--- src/rtl/wishbone_manager_if.sv ---
// wishbone_manager_if: request-unit and Wishbone classic signals seen by the manager
interface wishbone_manager_if #(
   parameter int ADR_WIDTH = 32,
   parameter int DAT_WIDTH = 32
);
   logic                   read_i;
   logic                   write_i;
   logic [ADR_WIDTH-1:0]   adr_i;
   logic [DAT_WIDTH-1:0]   cpu_dat_i;
   logic [DAT_WIDTH/8-1:0] sel_i;
   logic [DAT_WIDTH-1:0]   cpu_dat_o;
   logic                   busy_o;
   logic                   err_o;
   logic [ADR_WIDTH-1:0]   ADR_O;
   logic [DAT_WIDTH-1:0]   DAT_O;
   logic [DAT_WIDTH/8-1:0] SEL_O;
   logic                   WE_O;
   logic                   STB_O;
   logic                   CYC_O;
   logic [DAT_WIDTH-1:0]   DAT_I;
   logic                   ACK_I;
   modport master (
      input  read_i, write_i, adr_i, cpu_dat_i, sel_i, DAT_I, ACK_I,
      output cpu_dat_o, busy_o, err_o, ADR_O, DAT_O, SEL_O, WE_O, STB_O, CYC_O
   );
   modport slave (
      output read_i, write_i, adr_i, cpu_dat_i, sel_i, DAT_I, ACK_I,
      input  cpu_dat_o, busy_o, err_o, ADR_O, DAT_O, SEL_O, WE_O, STB_O, CYC_O
   );
endinterface

--- src/rtl/wishbone_manager.sv ---
// wishbone_manager: turns level-held CPU requests into single Wishbone classic cycles with ACK timeout
module wishbone_manager #(
   parameter int ADR_WIDTH      = 32,
   parameter int DAT_WIDTH      = 32,
   parameter int TIMEOUT_CYCLES = 16
) (
   input logic               clk,
   input logic               rst,
   wishbone_manager_if.master bus
);
   localparam int CW = (TIMEOUT_CYCLES == 0) ? 1 : $clog2(TIMEOUT_CYCLES + 1);
   localparam logic [CW-1:0] LAST = CW'((TIMEOUT_CYCLES == 0) ? 0 : TIMEOUT_CYCLES - 1);
   localparam logic [CW-1:0] MAX = '1;
   typedef enum logic {IDLE, BUS} state_t;
   state_t state, state_n;
   logic [CW-1:0] cnt;
   logic start, fin, abort;
   always_comb begin
      state_n = state;
      start   = 1'b0;
      fin     = 1'b0;
      abort   = 1'b0;
      if (state == IDLE) begin
         if (bus.read_i | bus.write_i) begin
            start   = 1'b1;
            state_n = BUS;
         end
      end else if (bus.ACK_I) begin
         fin     = 1'b1;
         state_n = IDLE;
      end else if (TIMEOUT_CYCLES != 0 && cnt == LAST) begin
         abort   = 1'b1;
         state_n = IDLE;
      end
   end
   // every output is a flop; start/fin/abort only steer their next values
   always_ff @(posedge clk or negedge rst) begin
      if (!rst) begin
         state         <= IDLE;
         cnt           <= '0;
         bus.cpu_dat_o <= '0;
         bus.busy_o    <= 1'b0;
         bus.err_o     <= 1'b0;
         bus.ADR_O     <= '0;
         bus.DAT_O     <= '0;
         bus.SEL_O     <= '0;
         bus.WE_O      <= 1'b0;
         bus.STB_O     <= 1'b0;
         bus.CYC_O     <= 1'b0;
      end else begin
         state     <= state_n;
         bus.err_o <= abort;
         if (start) begin
            bus.ADR_O  <= bus.adr_i;
            bus.DAT_O  <= bus.cpu_dat_i;
            bus.SEL_O  <= bus.sel_i;
            bus.WE_O   <= bus.write_i;
            bus.CYC_O  <= 1'b1;
            bus.STB_O  <= 1'b1;
            bus.busy_o <= 1'b1;
            cnt        <= '0;
         end
         if (state == BUS && !bus.ACK_I && cnt != MAX) cnt <= cnt + 1'b1;
         if (fin && !bus.WE_O) bus.cpu_dat_o <= bus.DAT_I;
         if (fin || abort) begin
            bus.CYC_O  <= 1'b0;
            bus.STB_O  <= 1'b0;
            bus.busy_o <= 1'b0;
            bus.WE_O   <= 1'b0;
         end
      end
   end
endmodule

--- src/flat_wrapper.sv ---
// flat-port wrapper written by rule: the top's interface ports become plain ports
module wishbone_manager_flat 
#(
   parameter int ADR_WIDTH      = 32,
   parameter int DAT_WIDTH      = 32,
   parameter int TIMEOUT_CYCLES = 16
)
  (clk, rst, bus_read_i, bus_write_i, bus_adr_i, bus_cpu_dat_i, bus_sel_i, bus_DAT_I, bus_ACK_I, bus_cpu_dat_o, bus_busy_o, bus_err_o, bus_ADR_O, bus_DAT_O, bus_SEL_O, bus_WE_O, bus_STB_O, bus_CYC_O);
  wishbone_manager_if #(.ADR_WIDTH(ADR_WIDTH), .DAT_WIDTH(DAT_WIDTH)) bus_i ();
  input logic clk;
  input logic rst;
  input wire logic [$bits(bus_i.read_i)-1:0] bus_read_i;
  input wire logic [$bits(bus_i.write_i)-1:0] bus_write_i;
  input wire logic [$bits(bus_i.adr_i)-1:0] bus_adr_i;
  input wire logic [$bits(bus_i.cpu_dat_i)-1:0] bus_cpu_dat_i;
  input wire logic [$bits(bus_i.sel_i)-1:0] bus_sel_i;
  input wire logic [$bits(bus_i.DAT_I)-1:0] bus_DAT_I;
  input wire logic [$bits(bus_i.ACK_I)-1:0] bus_ACK_I;
  output wire logic [$bits(bus_i.cpu_dat_o)-1:0] bus_cpu_dat_o;
  output wire logic [$bits(bus_i.busy_o)-1:0] bus_busy_o;
  output wire logic [$bits(bus_i.err_o)-1:0] bus_err_o;
  output wire logic [$bits(bus_i.ADR_O)-1:0] bus_ADR_O;
  output wire logic [$bits(bus_i.DAT_O)-1:0] bus_DAT_O;
  output wire logic [$bits(bus_i.SEL_O)-1:0] bus_SEL_O;
  output wire logic [$bits(bus_i.WE_O)-1:0] bus_WE_O;
  output wire logic [$bits(bus_i.STB_O)-1:0] bus_STB_O;
  output wire logic [$bits(bus_i.CYC_O)-1:0] bus_CYC_O;
  assign bus_i.read_i = bus_read_i;
  assign bus_i.write_i = bus_write_i;
  assign bus_i.adr_i = bus_adr_i;
  assign bus_i.cpu_dat_i = bus_cpu_dat_i;
  assign bus_i.sel_i = bus_sel_i;
  assign bus_i.DAT_I = bus_DAT_I;
  assign bus_i.ACK_I = bus_ACK_I;
  assign bus_cpu_dat_o = bus_i.cpu_dat_o;
  assign bus_busy_o = bus_i.busy_o;
  assign bus_err_o = bus_i.err_o;
  assign bus_ADR_O = bus_i.ADR_O;
  assign bus_DAT_O = bus_i.DAT_O;
  assign bus_SEL_O = bus_i.SEL_O;
  assign bus_WE_O = bus_i.WE_O;
  assign bus_STB_O = bus_i.STB_O;
  assign bus_CYC_O = bus_i.CYC_O;
  wishbone_manager #(.ADR_WIDTH(ADR_WIDTH), .DAT_WIDTH(DAT_WIDTH), .TIMEOUT_CYCLES(TIMEOUT_CYCLES)) u_core (.clk(clk), .rst(rst), .bus(bus_i));
endmodule
--- config.mk ---
export PLATFORM = sky130hd
export DESIGN_NAME = wishbone_manager_flat
export DESIGN_NICKNAME = d
export VERILOG_FILES = /design/src/rtl/wishbone_manager_if.sv /design/src/rtl/wishbone_manager.sv /design/src/flat_wrapper.sv
export SDC_FILE = /design/constraint.sdc
export NUM_CORES = 1
export LEC_CHECK = 0
export BUFFER_PORTS_ARGS = -buffer_cell sky130_fd_sc_hd__buf_2
export CELL_PAD_IN_SITES_DETAIL_PLACEMENT = 1
export CELL_PAD_IN_SITES_GLOBAL_PLACEMENT = 2
export CORE_ASPECT_RATIO = 0.6
export CORE_UTILIZATION = 29
export CTS_BUF_LIST = sky130_fd_sc_hd__clkbuf_2 sky130_fd_sc_hd__clkbuf_4 sky130_fd_sc_hd__clkbuf_8
export DETAILED_ROUTE_END_ITERATION = 8
export PLACE_DENSITY_LB_ADDON = 0.1
export SLEW_MARGIN = 20
export SYNTH_ARGS = -nofsm -noshare
export SYNTH_HDL_FRONTEND = slang
export SYNTH_SLANG_ARGS = --single-unit
--- constraint.sdc ---
create_clock -name clk -period 6 [get_ports clk]
set_clock_uncertainty 0.15 [all_clocks]
set_input_delay 0.9 -clock clk [delete_from_list [all_inputs] [get_ports clk]]
set_output_delay 0.9 -clock clk [all_outputs]
set_load 0.1 [all_outputs]
# After elaboration in Yosys (flattened, before gate mapping)
# Cells that the tools add are included.
[word_totals]
register_bits = 109
output_inout_bits = 105
elab_cells = 37
[op_classes]
n_addsub = 1
eq_ne = 2
n_mux = 16
n_bitwise = 1
n_reduce_logical = 8
[ops]
columns = ["cell", "n"]
rows = [
  ["$mux W1", 14],
  ["$mux W5", 2],
  ["$add A5 B1 Y5 const B", 1],
  ["$eq A5 B4 Y1 const B", 1],
  ["$ne A5 B5 Y1 const B", 1],
  ["$reduce_bool A2 Y1", 2],
  ["$logic_and A1 B1 Y1", 3],
  ["$logic_not A1 Y1", 2],
  ["$logic_or A1 B1 Y1", 1],
  ["$or A1 B1 Y1", 1],
]

# Longest topological paths before layout
# Gate-level depths: netlist of run 1.
[depth]
word_depth = 6
depth_mapped = 7
mapped_depth_nobuf = 6

# Worst setup path before layout of run 1
# OpenSTA, ideal clock, no wires.
[synth_path]
kind = "register to output"
startpoint = "reg u_core.bus.STB_O"
endpoint = "out bus_STB_O"
arrival_ns = 1.357
setup_slack_ns = 3.593
stages_incl_launch_ff = 2
path_buffers = 1
cell_sequence = "dfrtp_1 -> buf_4"
[synth_rtl]
columns = ["element", "line_no", "text"]
rows = [
  ["start: declaration", "wishbone_manager_if.sv:24", "output cpu_dat_o, busy_o, err_o, ADR_O, DAT_O, SEL_O, WE_O, STB_O, CYC_O"],
  ["start signal: assignment", "wishbone_manager.sv:48", "bus.STB_O <= 1'b0;"],
  ["start signal: assignment", "wishbone_manager.sv:59", "bus.STB_O <= 1'b1;"],
  ["start signal: assignment", "wishbone_manager.sv:67", "bus.STB_O <= 1'b0;"],
  ["end: declaration", "flat_wrapper.sv:26", "output wire logic [$bits(bus_i.STB_O)-1:0] bus_STB_O;"],
]
# No word-level cell between the ends.

# Worst setup path in the final report of run 1
[layout_path]
startpoint = "reg u_core.cnt[0]"
endpoint = "reg u_core.cnt[2]"
[layout_between]
elab_chain_cells = 3
[layout_rtl]
columns = ["element", "line_no", "text"]
rows = [
  ["start: declaration", "wishbone_manager.sv:16", "logic [CW-1:0] cnt;"],
  ["start signal: assignment", "wishbone_manager.sv:63", "if (state == BUS && !bus.ACK_I && cnt != MAX) cnt <= cnt + 1'b1;"],
  ["branches (longest 3 deep; another with $add A5 B1 Y5)", "-", ""],
]
# Several ways; the timed one is not identified.
# A chain may end at the register's enable or synchronous reset.

==> impl_metrics.toml, run 1 <==
[sta]
whs_ns = 0.3257
maxSlewViolCount = 0
clock.fmax_ghz = 0.4311
maxSlewHeadroom_pct = 50.08
worst_slew_pin_slew_ns = 0.7488
min_period_ns = 2.320
setup_tns_ns = 0
rsz0062_at_grt = "no"
finalHoldViolations = 0
fin_crit_sh_pct = 38.66
setup_viol = 0

[logic_synthesis]
synthAdderAreaFrac_pct = 0.8971
syn_avg_cell_area_um2 = 10.46
synth_xor_area_share_pct = 0
synthMuxAreaShare_pct = 8.971
yosysSeqAreaShare_pct = 65.19
syn_area_um2 = 4184
yosys.area_share.simple_pct = 20.16
synth.net_count = 508
async_flop_share_pct = 100.0
yosysWarnings = 0
ys_types = 27
synth_top_family_by_area = "simple AND/OR/NAND/NOR gates"
synth_flop_cell = "dfrtp_1"
synth-seq-cells = 109
syn_inst = 400
synth_compound_gate_area_share_pct = 2.004
synth-edff-count = 0

[clock_tree]
cts_sinks = 109
htreeDepth = 3
numCtsBuffers = 9
cts_root_buffer = "clkbuf_8"
cts_tree = "done"
cts_hold_buffers = 0
postCtsSetupRepairBufs = 0
cts.path.max_buffers = 2
clkSlewWorstSetupHoldPaths_ns = 0.10
worst_skew_pair.late_latency_ns = 0.36
post_cts_resize_count = 0

[drt]
drt_iter0_markers = 95
drc = 0
vias = 3379
wl_per_cell_um = 14.28
ant_nets = 0
first_pass_iters = 4
routed_wl_mm = 11.41
viasPerCell = 4.229

[place]
io_buffers = 209
placed_cells = 783
post-dp-hpwl_mm = 8.248
place_congestion = 0.7440

[floorplanning]
io-pin-count = 210
core_area_um2 = 13870
die_h_um = 95.04
dieArea_um2 = 14930
num_rows = 33
fp.dieW_um = 157.1
initial_core_util_pct = 30.16

[run]
drv_cap = 0

[run_status]
status = "completed"

[finish]
area_growth_pct = 34.51
regArea_um2 = 2728
fin_cells = 799
multi_input_area_um2 = 1351
drive_gt1_share_pct = 43.40
layout.nets = 710
fill_cells = 1686

[global_routing]
grt_antenna_before_repair = 1
overflow = 0
grt_pass1_vias = 3560
gr-usage-all-layers_pct = 15.64
grt_max_degree = 70
grt_pass1_wl_mm = 18.03

[critical_path]
worst_ep_required_time_ns = 6.11
worst_setup_path_start_kind = "flip-flop"
crit_path_end_kind = "flip-flop"
cp.arrival_ns = 2.43
critical_path_class = "reg -> reg"
critPathMaxFanout = 10

[worst_hold_path]
hp-class = "reg -> reg"
cell usage in the layout (no fill, tap or decap), types with 2 or more instances in the layout:
master     synthesis  layout
dfrtp_1          109     109
inv_1              4       4
clkbuf_4           0       2
buf_4              3       5
nand3_1            3       3
nor3b_1            2       2
ha_1               3       3
mux2_2            32      32
o21ai_0            4       4
bufinv_16          0       2
buf_2              6     208
nand2_1          205     205
clkbuf_8           0       9
layout make-up:
| class | count | area share (%) |
|---|---|---|
| clock buffer | 11 | 2.468 |
| sequential | 109 | 48.47 |
| tap | 192 | 4.269 |
| multi-input combinational | 265 | 24.01 |
| inverter | 4 | 0.2668 |
| antenna | 1 | 0.04446 |
| clock inverter | 4 | 1.312 |
| timing repair buffer | 213 | 19.16 |
per-stage QoR:
step	cell area (um2)	setup WS [ns]	util [%]
4_1_cts	5625	3.651	40.55
5_1_grt	5625	3.530	40.55
6_report	5628	3.680	40.57
3_3_place_gp	5413	3.289	39.02
2_1_floorplan	4184	3.593	-
3_5_place_dp	5413	3.242	39.02
cell usage after synthesis (all sizes together) (2+ instances only):
library cell | count | share of area [%]
nand2 | 205 | 18
clkbuf | 13 | 1.2
ha | 3 | 0.90
inv | 4 | 0.36
o21ai | 4 | 0.48
mux2 | 33 | 9.0
nand3 | 3 | 0.36
dfrtp | 109 | 65
buf | 9 | 1.3
nor3b | 2 | 0.36
final timing paths:
| check | depth (start not counted) | slack [ns] | end | startpoint |
|---|---|---|---|---|
| worst max-delay path | 6 | 3.68 | u_core.cnt[2]$_DFFE_PN0P_ | u_core.cnt[0]$_DFFE_PN0P_ |
| worst max register to register | 6 | 3.68 | u_core.cnt[2]$_DFFE_PN0P_ | u_core.cnt[0]$_DFFE_PN0P_ |
| worst min register to register | 2 | 0.33 | u_core.bus.ADR_O[28]$_DFFE_PN0P_ | u_core.bus.ADR_O[28]$_DFFE_PN0P_ |
| max in group asynchronous | 2 | 4.08 | u_core.state$_DFF_PN0_ | rst |
| min in group asynchronous | 1 | 0.42 | u_core.bus.ADR_O[4]$_DFFE_PN0P_ | rst |
| worst min-delay path | 2 | 0.33 | u_core.bus.ADR_O[28]$_DFFE_PN0P_ | u_core.bus.ADR_O[28]$_DFFE_PN0P_ |
cells by family (layout without fill, tap and decap cells):
logic type	after synthesis	after routing
AO/OA/AOI/OAI	12	12
adder cells (fa/ha/maj)	3	3
buffers and inverters	26	232
flip-flops	109	109
multiplexers	33	33
other	0	1
AND/OR/NAND/NOR	217	217
flip-flops by register name (all words and copies together) (netlist names):
register	cells
u_core.bus.ADR_O	32
u_core.bus.DAT_O	32
u_core.bus.cpu_dat_o	32
u_core.cnt	5
u_core.bus.SEL_O	4
u_core.bus.STB_O	1
u_core.bus.WE_O	1
u_core.bus.err_o	1
u_core.state	1
critical path: stages, from the launching register on:
cell and delay [ns]:
dfrtp_1 0.42, ha_1 0.24, and3_1 0.21, ha_1 0.17
or3b_1 0.50, and2_1 0.24, a211o_1 0.29
layer usage:
metal | global-route usage [%] | vias to the layer above | share of wire [%]
met1 | 20.42 | 1603 | 46
met5 | 0 | - | 0
met3 | 6.409 | 11 | 9.5
met2 | 24.15 | 113 | 44
li1 | - | 1652 | -
met4 | 3.883 | 0 | 0.89
Power of run 1 is not shown: default switching activity piles up to over one toggle a cycle in this logic, so the estimate is an artifact.
==> run 2, diff against run 1 <==
Settings changed: CORE_UTILIZATION 29 to 24.
Clock period 6 ns to 2.01 ns, I/O delays scaled along.
==> run 2 against run 1 <==
Compared with the run above:
- setup slack got worse by 3.7 ns
- non-clock buffer count rose by 107
- global-route usage fell by 0.54 points
- utilization rose by 0.17 points
- sequential share of layout area fell by 8.2 points
- maximum frequency rose by 17%
- die area rose by 20%
- first-iteration DRC count rose by 58%
- final cell count rose by 18%
- worst hold slack got worse by 0.30 ns
- critical endpoint is now u_core.cnt[3]$_DFFE_PN0P_
==> impl_metrics.toml, run 2 (synthesis results as in run 1) <==
[run_status]
status = "completed"

[drt]
viasPerCell = 4.028
ant_nets = 0
routed_wl_mm = 13.13
drc = 0
first_pass_iters = 4
vias = 3794
wl_per_cell_um = 13.94
drt_iter0_markers = 150

[sta]
fin_crit_sh_pct = 98.81
maxSlewHeadroom_pct = 65.91
maxSlewViolCount = 0
min_period_ns = 1.986
clock.fmax_ghz = 0.5035
setup_tns_ns = 0
setup_viol = 0
rsz0062_at_grt = "yes"
finalHoldViolations = 0
worst_slew_pin_slew_ns = 0.5149

[place]
io_buffers = 209
post-dp-hpwl_mm = 8.892
place_congestion = 0.6924
placed_cells = 827

[global_routing]
overflow = 0
grt_pass1_vias = 4121
grt_max_degree = 64
grt_pass1_wl_mm = 21.39
gr-usage-all-layers_pct = 15.10
grt_antenna_before_repair = 0

[floorplanning]
io-pin-count = 210
core_area_um2 = 16620
die_h_um = 104.3
initial_core_util_pct = 25.17
fp.dieW_um = 172.5
dieArea_um2 = 17980
num_rows = 36

[finish]
largest_registers = "u_core.bus.ADR_O x32, u_core.bus.DAT_O x32, u_core.bus.cpu_dat_o x32"
final_common_cell = "buf_2"
area_growth_pct = 61.84
final_util_pct = 40.74
regArea_um2 = 2729
multi_input_area_um2 = 1386
drive_gt1_share_pct = 39.50
layout.nets = 817
fin_cells = 942
final_cell_mix = "208 x buf_2, 205 x nand2_1, 108 x dfrtp_1, 97 x dlygate4sd3_1, 32 x mux2_2"
n_antenna_cell = 0
fill_cells = 1926

[critical_path]
worst_ep_required_time_ns = 2.12
crit_path_end_kind = "flip-flop"
critical_path_class = "reg -> reg"
worst_setup_path_start_kind = "flip-flop"
critPathMaxFanout = 4
cp.arrival_ns = 2.10

[clock_tree]
htreeDepth = 3
clkSlewWorstSetupHoldPaths_ns = 0.10
worst_skew_pair.late_latency_ns = 0.37
cts_root_buffer = "clkbuf_8"
cts.path.max_buffers = 2
cts_sinks = 109
numCtsBuffers = 9
cts_tree = "done"

[run]
drv_cap = 0

[worst_hold_path]
hp-class = "in -> reg"
run 2: repair_timing:
item / in CTS / in global routing
hold buffers: 97 / 0
setup buffers: 0 / 2
endpoints found under the hold margin: 205 / 0
pin swaps: 1 / 1
endpoints found under the setup margin: 2 / 2
gates resized for setup: 2 / 1
run 2: layout make-up:
class | instances | area share, %
multi-input cells | 265 | 20.47
inverters | 4 | 0.2217
clock buffers | 11 | 2.143
repair buffers | 320 | 32.11
well taps | 228 | 4.213
flip-flops and latches | 109 | 40.30
clock inverters | 5 | 0.5358
run 2: metal layers:
layer	up-vias	part of all wire [%]	GRT usage (%)
met1	1804	46	20.02
met2	119	45	23.76
met4	0	0.63	2.655
met5	-	0	0
met3	8	8.2	5.365
li1	1863	-	-
run 2: through the flow:
| stage | setup WS, ns | cell area (um2) | hold slack (ns) |
|---|---|---|---|
| after floorplan | -0.05433 | 4212 | -0.1441 |
| final | 0.02388 | 6771 | 0.02474 |
| after global routing | -0.03399 | 6771 | 0.0001083 |
| after CTS | 0.007350 | 6751 | 0.001631 |
| after global placement | -0.006299 | 5592 | -0.001177 |
| after detailed placement | -0.05295 | 5592 | 0.0002843 |
run 2: worst max-delay path, cell delays in order, from the launching register on:
cell and delay [ns]:
dfrtp_1 0.39, ha_2 0.19, and3_4 0.16, ha_4 0.15
or3b_4 0.40, mux2_4 0.31, a21o_1 0.15
run 2: worst paths after layout:
check / startpoint / to / slack [ns] / depth (start not counted)
min reg2reg: u_core.bus.ADR_O[10]$_DFFE_PN0P_ / u_core.bus.ADR_O[10]$_DFFE_PN0P_ / 0.33 / 2
max in group asynchronous: rst / u_core.bus.ADR_O[9]$_DFFE_PN0P_ / 0.96 / 3
max reg2reg: u_core.cnt[1]$_DFFE_PN0P_ / u_core.cnt[3]$_DFFE_PN0P_ / 0.02 / 6
min: bus_cpu_dat_i[12] / u_core.bus.DAT_O[12]$_DFFE_PN0P_ / 0.02 / 3
min in group asynchronous: rst / u_core.bus.DAT_O[4]$_DFFE_PN0P_ / 0.14 / 2
max: u_core.cnt[1]$_DFFE_PN0P_ / u_core.cnt[3]$_DFFE_PN0P_ / 0.02 / 6
Power of run 2 is left out for the same reason.
